--- config.mk ---
export PLATFORM = sky130hd
export DESIGN_NAME = fpu_wb_pipe
export DESIGN_NICKNAME = d
export VERILOG_FILES = /design/src/rtl/fpu_wb_pipe.sv
export SDC_FILE = /design/constraint.sdc
export NUM_CORES = 1
export LEC_CHECK = 0
export ABC_AREA = 1
export BUFFER_PORTS_ARGS = -buffer_cell sky130_fd_sc_hd__clkbuf_2
export CAP_MARGIN = 20
export CORE_ASPECT_RATIO = 0.6
export CORE_MARGIN = 1
export CORE_UTILIZATION = 40
export DETAILED_ROUTE_END_ITERATION = 7
export GPL_ROUTABILITY_DRIVEN = 1
export MAX_ROUTING_LAYER = met4
export PLACE_DENSITY = 0.74
export SYNTH_ARGS = -nofsm -noshare
export SYNTH_HDL_FRONTEND = slang
export SYNTH_SLANG_ARGS = --single-unit
--- constraint.sdc ---
create_clock -name clk -period 4.7 [get_ports clk]
set_clock_uncertainty 0.1 [all_clocks]
set_input_delay 0.47 -clock clk [delete_from_list [all_inputs] [get_ports clk]]
set_output_delay 0.47 -clock clk [all_outputs]
set_load 0.02 [all_outputs]
--- src/rtl/fpu_wb_pipe.sv ---
// fpu_wb_pipe: registered writeback stage for the FP datapath.
// Delays each FP result through STAGES registers and keeps a per-register
// pending scoreboard so issue logic can detect RAW/WAW hazards on in-flight
// destinations. Supports writeback backpressure and synchronous flush.
module fpu_wb_pipe #(
  parameter int STAGES = 2,
  parameter int AW     = 5
) (
  input  logic                 clk,
  input  logic                 rst,
  input  logic                 flush,
  input  logic                 in_valid,
  output logic                 in_ready,
  input  logic [1:0]           in_sel,
  input  logic [AW-1:0]        in_rd,
  input  logic [31:0]          in_res,
  output logic                 out_valid,
  input  logic                 out_ready,
  output logic [1:0]           out_sel,
  output logic [AW-1:0]        out_rd,
  output logic [31:0]          out_res,
  input  logic [AW-1:0]        q_addr1,
  input  logic [AW-1:0]        q_addr2,
  input  logic [AW-1:0]        q_addr3,
  output logic                 q_hazard1,
  output logic                 q_hazard2,
  output logic                 q_hazard3,
  output logic [(2**AW)-1:0]   pending
);

  localparam int NREG = 2**AW;

  typedef struct packed {
    logic          valid;
    logic [1:0]    sel;
    logic [AW-1:0] rd;
    logic [31:0]   res;
  } entry_t;

  // Entry STAGES-1 is the head that faces writeback.
  entry_t stage_q [STAGES];

  logic            stall;
  logic            retire;
  logic            retire_same;
  logic            accept;
  logic [NREG-1:0] pending_nxt;

  assign out_valid = stage_q[STAGES-1].valid;
  assign out_sel   = stage_q[STAGES-1].sel;
  assign out_rd    = stage_q[STAGES-1].rd;
  assign out_res   = stage_q[STAGES-1].res;

  // The whole pipe freezes while the head is blocked; bubbles never collapse.
  assign stall       = out_valid & ~out_ready;
  assign retire      = out_valid & out_ready & ~flush;
  assign retire_same = out_valid & out_ready & (out_rd == in_rd);

  // A destination may only be re-issued once its older result is leaving,
  // which keeps at most one in-flight entry per register (WAW safety).
  assign in_ready = ~stall & ~flush & (~pending[in_rd] | retire_same);
  assign accept   = in_valid & in_ready;

  // Hazard queries look at registered state only; no same-cycle bypass.
  assign q_hazard1 = pending[q_addr1];
  assign q_hazard2 = pending[q_addr2];
  assign q_hazard3 = pending[q_addr3];

  // Next scoreboard: clear the retiring destination, then set the accepted
  // one so a same-register retire+accept leaves the bit set.
  always_comb begin
    // NOTE: default assignment first so no path leaves pending_nxt unassigned (no latch).
    pending_nxt = pending;
    if (retire) pending_nxt[out_rd] = 1'b0;
    if (accept) pending_nxt[in_rd]  = 1'b1;
  end

  // Pipeline shift/hold plus scoreboard update; flush dominates everything.
  always_ff @(posedge clk or posedge rst) begin
    if (rst) begin
      // NOTE: the entry array is tiny and also drives out_*, so every field is
      // reset (not just valid) to give defined output data after reset.
      for (int i = 0; i < STAGES; i++) stage_q[i] <= '0;
      pending <= '0;
    end else if (flush) begin
      for (int i = 0; i < STAGES; i++) stage_q[i].valid <= 1'b0;
      pending <= '0;
    end else begin
      // NOTE: non-blocking assignments so every stage reads the pre-edge value
      // of its predecessor, independent of loop order.
      pending <= pending_nxt;
      if (!stall) begin
        for (int i = STAGES - 1; i > 0; i--) stage_q[i] <= stage_q[i-1];
        stage_q[0].valid <= accept;
        stage_q[0].sel   <= in_sel;
        stage_q[0].rd    <= in_rd;
        stage_q[0].res   <= in_res;
      end
    end
  end

endmodule

==> summary.md <==
| Metric | Value |
|---|---|
| H-tree Lvls | `3` |
| Critical Path Start Type | `input pin` |
| Clock-pin slew on the worst setup and hold paths | `0.07 ns` |
| Switching pwr | `around 730 uW` |
| Final non-filler cell total | `1105` |
| Share of post-route cells with drive strength above 1 | `between 10% and 20%` |
| Slew margin rel. | `48.1%` |
| Synth Cell Area | `0.00625 sq mm` |
| Final setup viols | `0` |
| Vias in the first global route | `5382` |
| Pwr Total | `2300 uW` |
| Setup CP Type | `in -> out` |
| Hold Path Class | `in -> reg` |
| Die height | `between 90 and 100 microns` |
| Initial antenna violation count | `0` |
| Row Count | `34` |
| Port-buffer cells | `~130` |
| Unique masters post-synth | `27` |
| Tcrit/Tclk final | `between 50 and 60%` |
| Synth-to-Final Area Change | `12.4%` |
| Detailed Place HPWL | `13.0 mm` |
| Most frequent cells in the layout | `nand2_1 (217), clkbuf_2 (134), o21ai_0 (129), dfrtp_1 (112), nor2_1 (84)` |
| Max Freq | `roughly 380 MHz` |
| Die X | `163 microns` |
| Critical Path RT | `4.13 ns` |
| Placed instance count | `1087` |
| Drt pass-1 iters | `8` |
| Final ANT Viol Nets | `0` |
| Max Fanout on Critical Path | `17` |
| Worst Tran Pin Value | `0.778 ns` |
| Element type at the critical path end | `output pin` |
| DRT iter0 DRCs | `867` |
| TNS Setup | `0 ns` |
| Core footprint | `approximately 0.015 sq mm` |
| Longest Clk Path Bufs | `2` |
| GRT Total Usage | `24.5%` |
| Internal power | `1570 uW` |
| Antenna cells | `0` |
| Vias | `6118` |
| Min cycle time layout | `2.63 ns` |
| Post-route DRC | `0` |
| Post-synthesis sequential area ratio | `44.9%` |
| Synthesized area per cell | `7.47 sq um` |
| Vias per inst | `5.54` |
| Max Slew Vio Count | `0` |
| Wire per inst | `17.1 microns` |
| RD Place Congestion | `0.998` |
| Io pins | `135` |
| Largest net degree at the start of global routing | `85` |
| Final hold violation count | `0` |
| DIE AREA | `0.0161 sq mm` |
| CTS root buffer | `clkbuf_16` |
| Sw Share | `31.7%` |
| Setup WS post-layout | `a little over 2 ns` |
| Clock group share of total power | `approximately a third` |
| CTS tree | `built` |
| RSZ-0062 raised after global routing | `no` |
| Most common cell after layout, fill and taps aside | `nand2_1` |
| Cells after Synth | `around 840` |
| P_leak | `approximately 0.0035 uW` |
| Net count after synthesis | `roughly 900` |
| Peak VDD IR | `176 uV` |
| Synthesized flop and latch total | `roughly 110` |
| Post-CTS Setup Bufs | `0` |
| Status | `completed` |
| Comb pwr share | `about 18%` |
| Yosys warnings | `0` |
| Global route overflow | `0` |
| CTS Sinks | `112` |
| PwrDens | `approximately 330 mW/mm^2` |
| CTS Buf Count | `9` |
| Post_cts resized | `0` |
| Clk Latency, worst-skew pair | `0.35 ns` |
| Routed Wire Length | `18.9 mm` |
| Hold buffers post-CTS | `0` |
| Pre-CTS WS | `around 2.1 ns` |
| Crit path DAT | `roughly 2.1 ns` |
| NumNets Final | `961` |
| Reg power frac | `around 48%` |
| Max-cap violation count | `0` |
| First-pass GRT wire length | `about 30 mm` |
| Starting Density | `42.1%` |
| Fill count | `between 1500 and 2000` |
cells in the mapped netlist:
cell type / count / area [sq um]
nor3_1: 10 / 50.1
buf_4: 39 / 293
a211oi_1: 1 / 7.51
nand3_1: 20 / 100
nor2_2: 2 / 12.5
o22ai_1: 7 / 43.8
inv_2: 1 / 3.75
nor2_1: 85 / 319
o21bai_1: 5 / 37.5
nand2_4: 1 / 11.3
a31oi_1: 3 / 18.8
mux2i_1: 2 / 20.0
o221ai_1: 19 / 166
o31ai_1: 3 / 22.5
o21ai_0: 129 / 646
nand4_1: 32 / 200
clkbuf_2: 1 / 5.00
dfrtp_1: 112 / 2800
nand2_1: 217 / 815
clkbuf_1: 26 / 97.6
a21oi_1: 40 / 200
buf_2: 14 / 70.1
inv_1: 59 / 221
buf_6: 6 / 67.6
clkinv_1: 1 / 3.75
nand2_2: 1 / 6.26
a21boi_0: 1 / 7.51
worst max-delay path, stage by stage:
cell and delay (ns):
clkbuf_2 0.21, inv_1 0.39, o21ai_0 0.14, o22ai_1 0.15
o21ai_0 0.09, o21ai_0 0.21, nor2_1 0.07, a21oi_1 0.13
clkbuf_2 0.19
registers in the layout (all words and copies together), names as in the netlist:
name       cells
out_sel        2
out_res       32
out_valid      1
stage_q       40
pending       32
out_rd         5
cells by family (layout without fill, tap and decap cells):
logic type             count (synthesis)  count (layout)  share of synthesized area (%)
AND/OR/NAND/NOR                      368             368                           24.2
AO/OA/AOI/OAI                        208             208                           18.4
buffers and inverters                147             217                           12.2
flip-flops                           112             112                           44.9
multiplexers                           2               2                          0.320
area by class of cell:
type	instances	area (sq um)	share of cell area, %
Timing Repair Buffer	140	738	10.5
Inverter	61	231	3.30
Clock buffer	10	239	3.40
Tap cell	198	248	3.53
Sequential cell	112	2800	39.9
Clock inverter	6	70.1	0.998
Multi-Input combinational cell	578	2690	38.3
worst paths after layout:
check	start	endpoint	slack, ns	cells after the start
min in group asynchronous	rst	out_res[26]	0.47	3
min reg2reg	stage_q[71]	stage_q[71]	0.37	2
max in group asynchronous	rst	stage_q[50]	3.05	5
min	in_res[26]	stage_q[66]	0.23	3
max	q_addr3[0]	q_hazard3	2.07	9
max reg2reg	out_rd[2]	pending[27]	2.58	7
per-layer routing:
metal  GRT usage [%]  routed length (microns)
met5               -                        0
met4            5.75                      256
met1            36.4                     8460
met2            32.8                     7860
met3            6.44                     2300
through the flow:
step           utilization [%]  instance area [sq um]  hold WS, ns
6_report                  47.3                   7020        0.229
5_1_grt                   47.3                   7020        0.224
4_1_cts                   47.0                   6980        0.217
3_5_place_dp              45.0                   6670        0.358
3_3_place_gp              45.0                   6670        0.355
2_1_floorplan                -                   6250        0.342
power groups by stage:
stage / Combinational [uW] / Sequential (uW) / Clock [uW]
finish: 419 / 1110 / 769
global route: 468 / 1120 / 821
CTS: 415 / 1110 / 789
detailed placement: 414 / 1130 / 0
global placement: 408 / 1120 / 0
floorplan: 348 / 1110 / 0
No activity file was read; power rests on OpenSTA's default activity.
